--- src/rtl/mem_access_sequencer_pkg.sv ---
// mem_access_sequencer_pkg: shared word type, read-type codes, op/state enums and auto-index defaults
package mem_access_sequencer_pkg;
    typedef logic [11:0] word;
    localparam logic DATA_READ = 1'b0;
    localparam logic INSTRUCTION_FETCH = 1'b1;
    localparam word DEF_AUTOINC_LO = 12'o0010;
    localparam word DEF_AUTOINC_HI = 12'o0017;
    typedef enum logic [1:0] {OP_FETCH, OP_READ, OP_WRITE, OP_ISZ} mem_op_t;
    typedef enum logic [2:0] {S_IDLE, S_PTR_RD, S_PTR_WB, S_OP_RD, S_OP_WR, S_ISZ_WR, S_DONE} seq_state_t;
endpackage

--- src/rtl/mem_access_sequencer_if.sv ---
// mem_access_sequencer_if: CPU request/response and memory_controller bus; master = requester/memory, slave = sequencer
interface mem_access_sequencer_if;
    import mem_access_sequencer_pkg::*;
    logic    req_valid;
    logic    req_ready;
    mem_op_t req_op;
    word     req_addr;
    logic    req_indirect;
    word     req_wdata;
    logic    rsp_valid;
    word     rsp_data;
    word     rsp_eaddr;
    logic    rsp_skip;
    word     mem_address;
    word     mem_write_data;
    logic    mem_read_enable;
    logic    mem_read_type;
    logic    mem_write_enable;
    word     mem_read_data;
    modport master (
        output req_valid, req_op, req_addr, req_indirect, req_wdata, mem_read_data,
        input  req_ready, rsp_valid, rsp_data, rsp_eaddr, rsp_skip,
               mem_address, mem_write_data, mem_read_enable, mem_read_type, mem_write_enable
    );
    modport slave (
        input  req_valid, req_op, req_addr, req_indirect, req_wdata, mem_read_data,
        output req_ready, rsp_valid, rsp_data, rsp_eaddr, rsp_skip,
               mem_address, mem_write_data, mem_read_enable, mem_read_type, mem_write_enable
    );
endinterface

--- src/rtl/mem_access_sequencer_timer.sv ---
// mem_access_timer: one strobe cycle then MEM_LAT held wait cycles; done and read capture on the last wait cycle
module mem_access_timer
    import mem_access_sequencer_pkg::*;
#(
    parameter int MEM_LAT = 1
) (
    input  logic clk,
    input  logic reset,
    input  logic start,
    input  logic is_write,
    input  logic read_type,
    input  word  addr,
    input  word  wdata,
    input  word  mem_read_data,
    output word  mem_address,
    output word  mem_write_data,
    output logic mem_read_enable,
    output logic mem_write_enable,
    output logic mem_read_type,
    output logic done,
    output word  rdata
);
    localparam int CW = $clog2(MEM_LAT + 2);
    logic [CW-1:0] cnt_q, cnt_d;
    word addr_q, addr_d, wdata_q, wdata_d, rdata_q, rdata_d;
    logic re_q, re_d, we_q, we_d, type_q, type_d;
    always_comb begin
        done = cnt_q == CW'(1);
        cnt_d = start ? CW'(MEM_LAT + 1) : (cnt_q != '0 ? cnt_q - CW'(1) : cnt_q);
        addr_d = start ? addr : addr_q;
        wdata_d = start ? wdata : wdata_q;
        type_d = start ? (is_write ? DATA_READ : read_type) : type_q;
        re_d = start && !is_write;
        we_d = start && is_write;
        rdata_d = done ? mem_read_data : rdata_q;
        rdata = rdata_d;
    end
    always_ff @(posedge clk) begin
        if (reset) begin
            cnt_q <= '0;
            addr_q <= '0;
            wdata_q <= '0;
            type_q <= 1'b0;
            re_q <= 1'b0;
            we_q <= 1'b0;
            rdata_q <= '0;
        end else begin
            cnt_q <= cnt_d;
            addr_q <= addr_d;
            wdata_q <= wdata_d;
            type_q <= type_d;
            re_q <= re_d;
            we_q <= we_d;
            rdata_q <= rdata_d;
        end
    end
    assign mem_address = addr_q;
    assign mem_write_data = wdata_q;
    assign mem_read_enable = re_q;
    assign mem_write_enable = we_q;
    assign mem_read_type = type_q;
endmodule

--- src/rtl/mem_access_sequencer.sv ---
// mem_access_sequencer: resolves indirect/auto-index addressing and sequences fetch/read/write/ISZ accesses
module mem_access_sequencer
    import mem_access_sequencer_pkg::*;
#(
    parameter int  MEM_LAT    = 1,
    parameter word AUTOINC_LO = DEF_AUTOINC_LO,
    parameter word AUTOINC_HI = DEF_AUTOINC_HI
) (
    input logic clk,
    input logic reset,
    mem_access_sequencer_if.slave bus
);
    seq_state_t state_q, state_d, op_st;
    mem_op_t op_q, op_d;
    word addr_q, addr_d, wdata_q, wdata_d, ptr_q, ptr_d, data_q, data_d;
    word rsp_data_q, rsp_data_d, rsp_eaddr_q, rsp_eaddr_d;
    logic ind_q, ind_d, first_q, first_d, rsp_skip_q, rsp_skip_d;
    logic accept, autoinc, fin, start, t_write, t_type, done;
    word eaddr_d, t_addr, t_wdata, rdata;
    always_comb begin
        accept = state_q == S_IDLE && bus.req_valid;
        autoinc = addr_q >= AUTOINC_LO && addr_q <= AUTOINC_HI;
        op_st = op_q == OP_WRITE ? S_OP_WR : S_OP_RD;
        state_d = state_q;
        op_d = op_q;
        addr_d = addr_q;
        ind_d = ind_q;
        wdata_d = wdata_q;
        ptr_d = ptr_q;
        data_d = data_q;
        first_d = accept;
        case (state_q)
            S_IDLE: if (accept) begin
                op_d = bus.req_op;
                addr_d = bus.req_addr;
                ind_d = bus.req_indirect && bus.req_op != OP_FETCH;
                wdata_d = bus.req_wdata;
                state_d = ind_d ? S_PTR_RD : (bus.req_op == OP_WRITE ? S_OP_WR : S_OP_RD);
            end
            S_PTR_RD: if (done) begin
                ptr_d = rdata + word'(autoinc);
                state_d = autoinc ? S_PTR_WB : op_st;
            end
            S_PTR_WB: if (done) state_d = op_st;
            S_OP_RD: if (done) begin
                data_d = op_q == OP_ISZ ? rdata + 12'd1 : rdata;
                state_d = op_q == OP_ISZ ? S_ISZ_WR : S_DONE;
            end
            S_OP_WR: if (done) begin
                data_d = wdata_q;
                state_d = S_DONE;
            end
            S_ISZ_WR: if (done) state_d = S_DONE;
            default: state_d = S_IDLE;
        endcase
        // next access is launched in the same cycle the previous one completes, so strobes run back to back
        eaddr_d = ind_q ? ptr_d : addr_q;
        start = (first_q || (done && state_d != state_q)) && state_d != S_IDLE && state_d != S_DONE;
        t_write = state_d inside {S_PTR_WB, S_OP_WR, S_ISZ_WR};
        t_type = state_d == S_OP_RD && op_q == OP_FETCH ? INSTRUCTION_FETCH : DATA_READ;
        t_addr = state_d inside {S_PTR_RD, S_PTR_WB} ? addr_q : eaddr_d;
        t_wdata = state_d == S_PTR_WB ? ptr_d : (state_d == S_ISZ_WR ? data_d : wdata_q);
        fin = state_d == S_DONE && state_q != S_DONE;
        rsp_data_d = fin ? data_d : rsp_data_q;
        rsp_eaddr_d = fin ? eaddr_d : rsp_eaddr_q;
        rsp_skip_d = fin ? op_q == OP_ISZ && data_d == '0 : rsp_skip_q;
    end
    always_ff @(posedge clk) begin
        if (reset) begin
            state_q <= S_IDLE;
            op_q <= OP_FETCH;
            addr_q <= '0;
            ind_q <= 1'b0;
            wdata_q <= '0;
            ptr_q <= '0;
            data_q <= '0;
            first_q <= 1'b0;
            rsp_data_q <= '0;
            rsp_eaddr_q <= '0;
            rsp_skip_q <= 1'b0;
        end else begin
            state_q <= state_d;
            op_q <= op_d;
            addr_q <= addr_d;
            ind_q <= ind_d;
            wdata_q <= wdata_d;
            ptr_q <= ptr_d;
            data_q <= data_d;
            first_q <= first_d;
            rsp_data_q <= rsp_data_d;
            rsp_eaddr_q <= rsp_eaddr_d;
            rsp_skip_q <= rsp_skip_d;
        end
    end
    mem_access_timer #(.MEM_LAT(MEM_LAT)) u_timer (
        .clk              (clk),
        .reset            (reset),
        .start            (start),
        .is_write         (t_write),
        .read_type        (t_type),
        .addr             (t_addr),
        .wdata            (t_wdata),
        .mem_read_data    (bus.mem_read_data),
        .mem_address      (bus.mem_address),
        .mem_write_data   (bus.mem_write_data),
        .mem_read_enable  (bus.mem_read_enable),
        .mem_write_enable (bus.mem_write_enable),
        .mem_read_type    (bus.mem_read_type),
        .done             (done),
        .rdata            (rdata)
    );
    assign bus.req_ready = state_q == S_IDLE;
    assign bus.rsp_valid = state_q == S_DONE;
    assign bus.rsp_data = rsp_data_q;
    assign bus.rsp_eaddr = rsp_eaddr_q;
    assign bus.rsp_skip = rsp_skip_q;
endmodule

--- src/flat_wrapper.sv ---
// flat-port wrapper written by rule: the top's interface ports become plain ports
module mem_access_sequencer_flat import mem_access_sequencer_pkg::*;
#(
    parameter int  MEM_LAT    = 1,
    parameter word AUTOINC_LO = DEF_AUTOINC_LO,
    parameter word AUTOINC_HI = DEF_AUTOINC_HI
)
  (clk, reset, bus_req_valid, bus_req_op, bus_req_addr, bus_req_indirect, bus_req_wdata, bus_mem_read_data, bus_req_ready, bus_rsp_valid, bus_rsp_data, bus_rsp_eaddr, bus_rsp_skip, bus_mem_address, bus_mem_write_data, bus_mem_read_enable, bus_mem_read_type, bus_mem_write_enable);
  mem_access_sequencer_if bus_i ();
  input logic clk;
  input logic reset;
  input wire logic [$bits(bus_i.req_valid)-1:0] bus_req_valid;
  input wire logic [$bits(bus_i.req_op)-1:0] bus_req_op;
  input wire logic [$bits(bus_i.req_addr)-1:0] bus_req_addr;
  input wire logic [$bits(bus_i.req_indirect)-1:0] bus_req_indirect;
  input wire logic [$bits(bus_i.req_wdata)-1:0] bus_req_wdata;
  input wire logic [$bits(bus_i.mem_read_data)-1:0] bus_mem_read_data;
  output wire logic [$bits(bus_i.req_ready)-1:0] bus_req_ready;
  output wire logic [$bits(bus_i.rsp_valid)-1:0] bus_rsp_valid;
  output wire logic [$bits(bus_i.rsp_data)-1:0] bus_rsp_data;
  output wire logic [$bits(bus_i.rsp_eaddr)-1:0] bus_rsp_eaddr;
  output wire logic [$bits(bus_i.rsp_skip)-1:0] bus_rsp_skip;
  output wire logic [$bits(bus_i.mem_address)-1:0] bus_mem_address;
  output wire logic [$bits(bus_i.mem_write_data)-1:0] bus_mem_write_data;
  output wire logic [$bits(bus_i.mem_read_enable)-1:0] bus_mem_read_enable;
  output wire logic [$bits(bus_i.mem_read_type)-1:0] bus_mem_read_type;
  output wire logic [$bits(bus_i.mem_write_enable)-1:0] bus_mem_write_enable;
  assign bus_i.req_valid = bus_req_valid;
  assign bus_i.req_op = bus_req_op;
  assign bus_i.req_addr = bus_req_addr;
  assign bus_i.req_indirect = bus_req_indirect;
  assign bus_i.req_wdata = bus_req_wdata;
  assign bus_i.mem_read_data = bus_mem_read_data;
  assign bus_req_ready = bus_i.req_ready;
  assign bus_rsp_valid = bus_i.rsp_valid;
  assign bus_rsp_data = bus_i.rsp_data;
  assign bus_rsp_eaddr = bus_i.rsp_eaddr;
  assign bus_rsp_skip = bus_i.rsp_skip;
  assign bus_mem_address = bus_i.mem_address;
  assign bus_mem_write_data = bus_i.mem_write_data;
  assign bus_mem_read_enable = bus_i.mem_read_enable;
  assign bus_mem_read_type = bus_i.mem_read_type;
  assign bus_mem_write_enable = bus_i.mem_write_enable;
  mem_access_sequencer #(.MEM_LAT(MEM_LAT), .AUTOINC_LO(AUTOINC_LO), .AUTOINC_HI(AUTOINC_HI)) u_core (.clk(clk), .reset(reset), .bus(bus_i));
endmodule
--- config.mk ---
export PLATFORM = sky130hd
export DESIGN_NAME = mem_access_sequencer_flat
export DESIGN_NICKNAME = d
export VERILOG_FILES = /design/src/rtl/mem_access_sequencer_pkg.sv /design/src/rtl/mem_access_sequencer_if.sv /design/src/rtl/mem_access_sequencer_timer.sv /design/src/rtl/mem_access_sequencer.sv /design/src/flat_wrapper.sv
export SDC_FILE = /design/constraint.sdc
export NUM_CORES = 1
export LEC_CHECK = 0
export BUFFER_PORTS_ARGS = -buffer_cell sky130_fd_sc_hd__buf_2
export CAP_MARGIN = 20
export CORE_ASPECT_RATIO = 0.7
export CORE_MARGIN = 4
export CORE_UTILIZATION = 30
export DETAILED_ROUTE_END_ITERATION = 12
export PLACE_DENSITY = 0.59
export SYNTH_ARGS = -nofsm -noshare
export SYNTH_HDL_FRONTEND = slang
export SYNTH_SLANG_ARGS = --single-unit
--- constraint.sdc ---
create_clock -name clk -period 3.2 [get_ports clk]
set_input_delay 0.64 -clock clk [delete_from_list [all_inputs] [get_ports clk]]
set_output_delay 0.64 -clock clk [all_outputs]
set_load 0.05 [all_outputs]
==> impl_metrics.env, run 1 <==
export IMPL_reg2reg_slack_ps=230
export IMPL_total_of_flip_flops_plus_latches_after_synthesis=120
export IMPL_gp_routability_congestion=0.904
export IMPL_drive_above_1_share=0.242
export IMPL_firstDrtPassIters=7
export IMPL_netlist_top_cell_by_area="sky130_fd_sc_hd__dfxtp_1"
export IMPL_ir_drop_v=0.000287
export IMPL_leakage_power_nw=2.79
export IMPL_dp_hpwl_um=14200
export IMPL_wirelength_um=19400
export IMPL_final_core_utilization=0.384
export IMPL_run_status="finished clean"
export IMPL_worst_setup_path_type="flip-flop to flip-flop"
export IMPL_crit_path_start_kind="flip-flop"
export IMPL_synth_fp_nets=756
export IMPL_placeableCoreArea_um2=19200
export IMPL_crit_path_from="u_core.state_q[2]"
export IMPL_switching_share=0.317
export IMPL_worstHoldPathType="primary input to flip-flop"
export IMPL_avgViaCountPerCell=5.14
export IMPL_wire_length_of_the_first_global_routing_pass_um=30400
export IMPL_n_antenna_cell=0
export IMPL_power_density_nw_per_um2=601
export IMPL_hold_violation_count_in_the_final_report=0
export IMPL_floorplan_rows=42
export IMPL_fmax_ghz=0.337
export IMPL_pwr_share_seq=0.377
export IMPL_finish_net_count=850
export IMPL_route_detailed_wl_per_inst_um=17.9
export IMPL_synth_avg_cell_area_um2=8.40
export IMPL_worstPathCellList="and3b_1, o21ai_0, a2bb2oi_1, nor4b_2, nand4_1, nor4_1, a21o_1"
export IMPL_clock_root_buffer="sky130_fd_sc_hd__clkbuf_16"
export IMPL_synth_seq_area_share=0.402
export IMPL_whs_endpoint="u_core.addr_q[11]"
export IMPL_p_int_mw=3.03
export IMPL_post_route_min_period_ps=2970
export IMPL_crit_path_top_delay_cell="sky130_fd_sc_hd__dfxtp_1"
export IMPL_report_final_setup_viol=0
export IMPL_cap_violations=0
export IMPL_tns_ps=0
export IMPL_post_synth_inst_count=711
export IMPL_dr_total_vias=5566
export IMPL_hp_start="bus_req_addr[11]"
export IMPL_worst_endpoint_required_ps=3560
export IMPL_worst_r2r_cell_count=7
export IMPL_timing_critical_path_max_delay_family="simple AND/OR/NAND/NOR gates"
export IMPL_path_buf_inv=0
export IMPL_worst_path_fanout_max=13
export IMPL_insertion_delay_ps=420
export IMPL_gr_total_overflow=0
export IMPL_drc_errors=0
export IMPL_period_utilisation_layout=0.928
export IMPL_tritoncts_num_sinks=120
export IMPL_dieWidth_um=177
export IMPL_grt_setup_unrepaired="false"
export IMPL_dieHeight_um=126
export IMPL_ant_nets=0
export IMPL_antenna_violations_before_repair=0
export IMPL_timing_clock_skew_ps=9.83
export IMPL_slew_viol_final=0
export IMPL_first_global_vias=5211
export IMPL_grt_start_max_net_pins=120
export IMPL_worstSetupEndpointType="flip-flop"
export IMPL_buffers_added_on_ports=95
export IMPL_number_of_distinct_library_cells_after_synthesis=82
export IMPL_initial_utilization=0.310
export IMPL_drt_first_iter_violations=570
export IMPL_maxSlewHeadroom=0.523
export IMPL_cts_hold_buf=0
export IMPL_synth_edff_count=0
export IMPL_tritoncts_num_buffers=17
export IMPL_whs_path_depth=3
export IMPL_tightestPinTransition_ps=708
export IMPL_synth_area_leaders="sky130_fd_sc_hd__dfxtp_1 40%, sky130_fd_sc_hd__nand2_1 7.9%, sky130_fd_sc_hd__nor2_1 5.6%"
export IMPL_die_area_um2=22300
export IMPL_postSynth_asyncResetShare=0
export IMPL_track_usage=0.173
export IMPL_main_flop_type_after_synthesis="sky130_fd_sc_hd__dfxtp_1"
export IMPL_cts_clock_pin_slew_for_the_worst_setup_and_hold_paths_ps=60
export IMPL_area_delta_synth_final_pct=23.6
export IMPL_max_clock_path_buffers=2
export IMPL_synth_top_area_share=0.402
export IMPL_cts_tree="yes"
export IMPL_ctsHtreeMaxLevel=4
export IMPL_power_switching_mw=1.40
export IMPL_synthesis_yosys_warnings=0
export IMPL_r2r_end="u_core.bus.rsp_skip"
export IMPL_arrival_ps=3330
export IMPL_clock_power_share=0.431
export IMPL_source_of_the_worst_register_to_register_timing_path="u_core.state_q[2]"
export IMPL_mappedNetlistArea_um2=5970
export IMPL_io_pins=96
export IMPL_power_combinational_fraction=0.192
export IMPL_max_stage_delay_ps=660
synthesized netlist by cell type (all sizes together), types with 3 or more instances:
| cell type | count |
|---|---|
| nand2 | 127 |
| dfxtp | 120 |
| nor2 | 90 |
| a21oi | 50 |
| a211oi | 33 |
| mux2i | 30 |
| buf | 29 |
| clkbuf | 23 |
| nor2b | 18 |
| o22ai | 17 |
| o21ai | 16 |
| o211ai | 14 |
| nand2b | 10 |
| xnor2 | 10 |
| nor3 | 9 |
| a311oi | 7 |
| nand3 | 7 |
| nand4 | 7 |
| inv | 6 |
| xor2 | 6 |
| a21boi | 5 |
| and2 | 5 |
| and3 | 4 |
| mux2 | 4 |
| nor4 | 4 |
| o21a | 4 |
| a221oi | 3 |
| a22oi | 3 |
| and2b | 3 |
| ha | 3 |
| nor3b | 3 |
| nor4b | 3 |
| o31ai | 3 |
power groups by stage:
stage | clock (mW) | combinational [mW] | sequential [mW]
after detailed placement | 0 | 0.842 | 1.70
after global placement | 0 | 0.838 | 1.70
after floorplan | 0 | 0.478 | 1.82
after CTS | 1.94 | 0.846 | 1.67
final | 1.91 | 0.850 | 1.67
after global routing | 2.02 | 0.917 | 1.68
kinds of logic (layout without fill, tap and decap cells):
kind of cell | count (synthesis) | after routing | share of synthesized area
AOI/OAI and AO/OA | 177 | 177 | 0.216
and+or+nand+nor | 302 | 303 | 0.239
adders and majority gates | 3 | 3 | 0.00629
muxes | 34 | 34 | 0.0585
xor gates and xnor gates | 16 | 16 | 0.0235
DFF | 120 | 120 | 0.402
buffers and inverters | 59 | 165 | 0.0541
flip-flops by register name, summed over array words and instances, names as in the netlist:
name	flops
u_core.first_q	1
u_core.ind_q	1
u_core.bus.rsp_skip	1
u_core.u_timer.rdata_q	11
u_core.addr_q	12
u_core.u_timer.mem_write_data	12
u_core.u_timer.mem_read_enable	1
u_core.op_q	2
u_core.wdata_q	12
u_core.bus.rsp_data	12
u_core.u_timer.mem_write_enable	1
u_core.bus.rsp_eaddr	12
u_core.u_timer.mem_read_type	1
u_core.u_timer.mem_address	12
u_core.data_q	12
u_core.state_q	3
u_core.ptr_q	12
u_core.u_timer.cnt_q	2
worst max-delay path by stage:
stage / cells past startpoint / slack, ps / endpoint
6_report: 7 / 230 / u_core.bus.rsp_skip
5_1_grt: 11 / 80 / u_core.bus.rsp_skip
4_1_cts: 11 / 100 / u_core.bus.rsp_skip
2_1_floorplan: 10 / 410 / u_core.u_timer.mem_write_data[4]
3_3_place_gp: 9 / 180 / u_core.bus.rsp_skip
3_5_place_dp: 11 / 150 / u_core.bus.rsp_skip
cell type report:
class	instances	area, µm²
Tap cell	264	330
Inverter	6	22.5
Timing Repair Buffer	127	743
Fill cell	2023	11900
Clock buffer	18	439
Multi-Input combinational cell	533	3290
Clock inverter	14	150
Sequential cell	120	2400
layer usage:
metal | GRT usage | part of all wire
met1 | 0.272 | 0.52
met2 | 0.236 | 0.40
met3 | 0.0321 | 0.068
met4 | 0.0473 | 0.014
met5 | 0 | 0
worst min-delay path, delay by kind of cell:
family | cells | cell delay, ps
AOI/OAI and AO/OA | 1 | 50
buffers and inverters | 1 | 100
and+or+nand+nor | 1 | 40
stage by stage:
step	instances	setup WS (ps)	hold slack, ps	instance area (µm²)	power (mW)
2_1_floorplan	711	410	432	5970	2.30
3_3_place_gp	1047	179	441	6750	2.54
3_5_place_dp	1047	153	447	6750	2.54
4_1_cts	1079	95.9	450	7340	4.45
5_1_grt	1082	82.0	456	7380	4.62
6_report	1082	229	457	7380	4.43
repair_timing:
action	4_1_cts	5_1_grt
gates resized for setup	0	8
setup buffers	0	2
setup endpoints to repair	0	6
cells in the final DEF (no fill, tap or decap), types with 6 or more instances in the layout:
cell type / n
sky130_fd_sc_hd__nand2b_1: 9
sky130_fd_sc_hd__nor2b_1: 18
sky130_fd_sc_hd__buf_2: 94
sky130_fd_sc_hd__dfxtp_1: 118
sky130_fd_sc_hd__a311oi_2: 6
sky130_fd_sc_hd__xnor2_1: 9
sky130_fd_sc_hd__nand3_1: 7
sky130_fd_sc_hd__xor2_1: 6
sky130_fd_sc_hd__a211oi_1: 31
sky130_fd_sc_hd__inv_1: 6
sky130_fd_sc_hd__o211ai_1: 14
sky130_fd_sc_hd__buf_4: 31
sky130_fd_sc_hd__o21ai_0: 10
sky130_fd_sc_hd__mux2i_1: 29
sky130_fd_sc_hd__a21oi_1: 49
sky130_fd_sc_hd__nor2_1: 89
sky130_fd_sc_hd__nand2_1: 125
sky130_fd_sc_hd__clkbuf_16: 17
sky130_fd_sc_hd__o22ai_1: 17
sky130_fd_sc_hd__nand4_1: 7
Power figures use the tool's default switching activity.
==> run 2, diff against run 1 <==
CORE_MARGIN = unset   (was 4)
SLEW_MARGIN = 10   (was unset)
==> run 2 against run 1 <==
Effect of this change:
- non-clock buffer count increased by 3
- clock skew is 2.2 ps lower
- first-iteration DRC count is 8.1% lower
- critical path type unchanged
==> impl_metrics.env, run 2 (synthesis gave the netlist of run 1 again) <==
export IMPL_track_usage=0.192
export IMPL_maxSlewHeadroom=0.486
export IMPL_firstDrtPassIters=5
export IMPL_dp_hpwl_um=14000
export IMPL_n_antenna_cell=0
export IMPL_final_cell_area_um2=7440
export IMPL_timing_clock_skew_ps=7.68
export IMPL_ir_drop_v=0.000287
export IMPL_final_core_utilization=0.388
export IMPL_tns_ps=0
export IMPL_period_utilisation_layout=0.922
export IMPL_report_final_setup_viol=0
export IMPL_power_density_nw_per_um2=613
export IMPL_post_route_min_period_ps=2950
export IMPL_drt_first_iter_violations=524
export IMPL_cts_clock_pin_slew_for_the_worst_setup_and_hold_paths_ps=60
export IMPL_tightestPinTransition_ps=768
export IMPL_dieHeight_um=120
export IMPL_gp_routability_congestion=0.901
export IMPL_grt_busiest_layer="met1"
export IMPL_area_delta_synth_final_pct=24.6
export IMPL_slew_viol_final=0
export IMPL_worstHoldPathType="flip-flop to flip-flop"
export IMPL_post_place_cells=1052
export IMPL_worst_setup_path_type="flip-flop to flip-flop"
export IMPL_worst_r2r_cell_count=9
export IMPL_drive_above_1_share=0.241
export IMPL_ctsHtreeMaxLevel=4
export IMPL_tritoncts_num_sinks=120
export IMPL_worst_path_fanout_max=18
export IMPL_finish_net_count=853
export IMPL_antenna_violations_before_repair=0
export IMPL_pre_cts_slack_ps=221
export IMPL_floorplan_rows=42
export IMPL_gr_total_overflow=0
export IMPL_cts_tree="yes"
export IMPL_gr_usage_met1=0.292
export IMPL_postLayoutSetupSlackWorst_ps=249
export IMPL_gr_usage_met3=0.0435
export IMPL_finalPower_mw=4.56
export IMPL_max_clock_path_buffers=2
export IMPL_route_detailed_wl_per_inst_um=17.6
export IMPL_avgViaCountPerCell=5.08
export IMPL_wire_length_of_the_first_global_routing_pass_um=29500
export IMPL_first_global_vias=5131
export IMPL_tritoncts_num_buffers=17
export IMPL_postPlaceCellArea_um2=6800
export IMPL_placeableCoreArea_um2=19200
export IMPL_dr_total_vias=5514
export IMPL_worstSetupEndpointType="flip-flop"
export IMPL_ant_nets=0
export IMPL_hp_start="u_core.bus.rsp_data[1]"
export IMPL_arrival_ps=3270
export IMPL_crit_path_from="u_core.u_timer.cnt_q[1]"
export IMPL_clock_root_buffer="sky130_fd_sc_hd__clkbuf_16"
export IMPL_worst_endpoint_required_ps=3520
export IMPL_dieWidth_um=171
export IMPL_postCtsSetupRepairBufs=0
export IMPL_run_status="finished clean"
export IMPL_wirelength_um=19100
export IMPL_drc_errors=0
export IMPL_initial_utilization=0.311
export IMPL_cts_hold_buf=0
export IMPL_source_of_the_worst_register_to_register_timing_path="u_core.u_timer.cnt_q[1]"
export IMPL_layout_cells_most_common_list="125 x sky130_fd_sc_hd__nand2_1, 119 x sky130_fd_sc_hd__dfxtp_1, 94 x sky130_fd_sc_hd__buf_2"
export IMPL_fmax_ghz=0.339
export IMPL_whs_path_depth=2
export IMPL_grt_util_met2=0.267
export IMPL_post_layout_nonfiller_instances=1085
export IMPL_final_hold_worst_slack_ps=457
export IMPL_cap_violations=0
export IMPL_die_area_um2=20500
export IMPL_grt_start_max_net_pins=82
export IMPL_layout_cells_most_common="sky130_fd_sc_hd__nand2_1"
export IMPL_crit_path_start_kind="flip-flop"
export IMPL_leakage_power_nw=2.83
export IMPL_buffers_added_on_ports=95
export IMPL_grt_setup_unrepaired="false"
export IMPL_insertion_delay_ps=410
export IMPL_hold_violation_count_in_the_final_report=0
export IMPL_io_pins=96
export IMPL_cts_resized=0
==> run 2: where the power goes <==
group          switching, mW  total (mW)  internal [mW]
sequential            0.0856        1.67           1.58
combinational          0.570       0.851          0.281
clock                  0.720        2.04           1.32
==> run 2: worst paths after layout <==
path                                    to  slack [ps]
max          u_core.u_timer.mem_address[6]         250
min                 u_core.bus.rsp_data[1]         460
max reg2reg  u_core.u_timer.mem_address[6]         250
min reg2reg         u_core.bus.rsp_data[1]         460
==> run 2: layer usage <==
metal / share of wire / wire (µm)
met1: 0.53 / 10100
met5: 0 / 0
met3: 0.063 / 1200
met4: 0.0064 / 122
met2: 0.40 / 7700
==> run 2: layout make-up <==
type / instances / area, µm²
fill: 1974 / 11700
clock buffer: 19 / 443
tap: 264 / 330
inverter: 6 / 22.5
multi-input combinational: 533 / 3290
clock inverter: 13 / 178
sequential: 120 / 2400
timing repair buffer: 130 / 778
==> run 2: critical path, stage by stage (launching register included) <==
cell                        delay [ps]
sky130_fd_sc_hd__dfxtp_1           500
sky130_fd_sc_hd__nand2b_1          330
sky130_fd_sc_hd__buf_4             200
sky130_fd_sc_hd__nor2_1             70
sky130_fd_sc_hd__a2111oi_4         530
sky130_fd_sc_hd__nor3_1            150
sky130_fd_sc_hd__a211oi_4          340
sky130_fd_sc_hd__buf_4             310
sky130_fd_sc_hd__nand2b_2          150
sky130_fd_sc_hd__o32ai_1           280
==> run 3, diff against run 2 <==
clock period = 3.1 ns   (was 3.2 ns; I/O delays follow)
==> run 3 against run 2 <==
Effect of this change:
- final area decreased by 0.27%
- core utilization decreased by 0.10 points
- flip-flop and latch count unchanged
- worst hold slack got worse by 2.5 ps
- non-clock buffer count increased by 1
- sequential share of layout area increased by 0.087 points
- clock skew increased by 3.2 ps
- global-route usage decreased by 0.34 points
- combinational power increased by 4.2%
- fmax increased by 0.12%
- total power increased by 0.98%
- first-iteration DRC count decreased by 2.7%
==> impl_metrics.env, run 3 (synthesis gave the netlist of run 1 again) <==
export IMPL_run_status="finished clean"
export IMPL_worstPathCellList="and2b_4, nand2_1, nand2_1, ha_1, and3_1, xnor2_2, o22ai_1, a2111oi_0, nand4_1, nor4_1, a21o_1"
export IMPL_floorplan_rows=42
export IMPL_layout_cells_most_common_list="125 x sky130_fd_sc_hd__nand2_1, 119 x sky130_fd_sc_hd__dfxtp_1, 94 x sky130_fd_sc_hd__buf_2"
export IMPL_drt_first_iter_violations=510
export IMPL_timing_clock_skew_ps=10.9
export IMPL_postPlaceCellArea_um2=6800
export IMPL_buffers_added_on_ports=95
export IMPL_worst_endpoint_required_ps=3460
export IMPL_track_usage=0.188
export IMPL_area_delta_synth_final_pct=24.3
export IMPL_wire_length_of_the_first_global_routing_pass_um=29200
export IMPL_gp_routability_congestion=0.921
export IMPL_tightestPinTransition_ps=874
export IMPL_fill_cells=1971
export IMPL_hold_violation_count_in_the_final_report=0
export IMPL_avgViaCountPerCell=5.15
export IMPL_crit_path_start_kind="flip-flop"
export IMPL_maxSlewHeadroom=0.415
export IMPL_cap_violations=0
export IMPL_cts_tree="yes"
export IMPL_cts_clock_pin_slew_for_the_worst_setup_and_hold_paths_ps=60
export IMPL_antenna_violations_before_repair=0
export IMPL_clock_power_share=0.433
export IMPL_report_final_setup_viol=0
export IMPL_postLayoutSetupSlackWorst_ps=153
export IMPL_dp_hpwl_um=14000
export IMPL_cts_hold_buf=0
export IMPL_worst_setup_path_type="flip-flop to flip-flop"
export IMPL_firstDrtPassIters=5
export IMPL_switching_share=0.301
export IMPL_period_utilisation_layout=0.951
export IMPL_max_clock_path_buffers=2
export IMPL_dieHeight_um=120
export IMPL_arrival_ps=3300
export IMPL_drive_above_1_share=0.241
export IMPL_worstHoldPathType="flip-flop to flip-flop"
export IMPL_finalPower_mw=4.60
export IMPL_ant_nets=0
export IMPL_max_stage_delay_ps=500
export IMPL_n_antenna_cell=0
export IMPL_worst_path_most_repeated_cell="sky130_fd_sc_hd__nand2_1"
export IMPL_initial_utilization=0.311
export IMPL_fmax_ghz=0.339
export IMPL_p_int_mw=3.22
export IMPL_first_global_vias=5018
export IMPL_placeableCoreArea_um2=19200
export IMPL_postCtsSetupRepairBufs=0
export IMPL_crit_path_top_delay_cell="sky130_fd_sc_hd__dfxtp_1"
export IMPL_final_hold_worst_slack_ps=455
export IMPL_tritoncts_num_buffers=17
export IMPL_final_cell_area_um2=7420
export IMPL_tritoncts_num_sinks=120
export IMPL_wirelength_um=19100
export IMPL_power_density_nw_per_um2=620
export IMPL_grt_start_max_net_pins=86
export IMPL_ir_drop_v=0.000283
export IMPL_worst_path_fanout_max=11
export IMPL_final_core_utilization=0.387
export IMPL_dieWidth_um=171
export IMPL_worstSetupEndpointType="flip-flop"
export IMPL_insertion_delay_ps=420
export IMPL_dr_total_vias=5580
export IMPL_io_pins=96
export IMPL_clock_root_buffer="sky130_fd_sc_hd__clkbuf_16"
export IMPL_drc_errors=0
export IMPL_pwr_share_seq=0.374
export IMPL_power_combinational_fraction=0.193
export IMPL_gr_total_overflow=0
export IMPL_finish_net_count=854
export IMPL_post_layout_nonfiller_instances=1084
export IMPL_route_detailed_wl_per_inst_um=17.6
export IMPL_ctsHtreeMaxLevel=4
export IMPL_die_area_um2=20500
export IMPL_leakage_power_nw=2.81
export IMPL_pre_cts_slack_ps=144
export IMPL_layout_cells_most_common="sky130_fd_sc_hd__nand2_1"
export IMPL_post_place_cells=1053
export IMPL_slew_viol_final=0
export IMPL_post_route_min_period_ps=2950
export IMPL_tns_ps=0
export IMPL_power_switching_mw=1.39
-- run 3: changes by cell type in the layout (fill, tap and decap cells not counted), sizes merged --
cell	previous run	this run
buf	130	131
bufinv	4	3
clkbuf	19	21
clkinv	7	4
-- run 3: worst paths after layout --
| path | startpoint | endpoint | slack (ps) | depth (start not counted) |
|---|---|---|---|---|
| setup / recovery | u_core.u_timer.cnt_q[1] | u_core.bus.rsp_skip | 150 | 11 |
| hold / removal | u_core.u_timer.rdata_q[10] | u_core.u_timer.rdata_q[10] | 450 | 2 |
| setup reg to reg | u_core.u_timer.cnt_q[1] | u_core.bus.rsp_skip | 150 | 11 |
| hold reg to reg | u_core.u_timer.rdata_q[10] | u_core.u_timer.rdata_q[10] | 450 | 2 |
-- run 3: final cells by class --
type | count | area [µm²] | area share
multi-input combinational | 533 | 3290 | 0.444
clock inverter | 9 | 125 | 0.0169
sequential | 120 | 2400 | 0.324
tap | 264 | 330 | 0.0445
inverter | 6 | 22.5 | 0.00303
timing repair buffer | 131 | 786 | 0.106
clock buffer | 21 | 460 | 0.0620
-- run 3: critical path: cells and delay by family, from the launching register on --
kind,cells,cell delay (ps)
simple gates,6,1220
compound gates,3,690
flops,1,500
xor+xnor,1,240
fa+ha+maj,1,230
-- run 3: metal layers --
metal,track usage,routed length (µm),vias to the layer above
li1,-,-,2725
met1,0.293,10100,2658
met3,0.0333,1040,14
met2,0.262,7800,183
met4,0.0439,120,0
met5,0,0,-
-- run 3: repair_timing --
action | in CTS | in global routing
endpoints found under the setup margin | 0 | 11
resized for setup | 0 | 7
hold endpoints to repair | 0 | 0
-- run 3: power by group through the flow --
stage                     clock network (mW)  logic (mW)  registers [mW]
after floorplan                            0       0.493            1.88
after global placement                     0       0.873            1.75
after detailed placement                   0       0.877            1.75
after CTS                               2.02       0.883            1.72
after global routing                    2.09       0.953            1.73
final                                   1.99       0.887            1.72
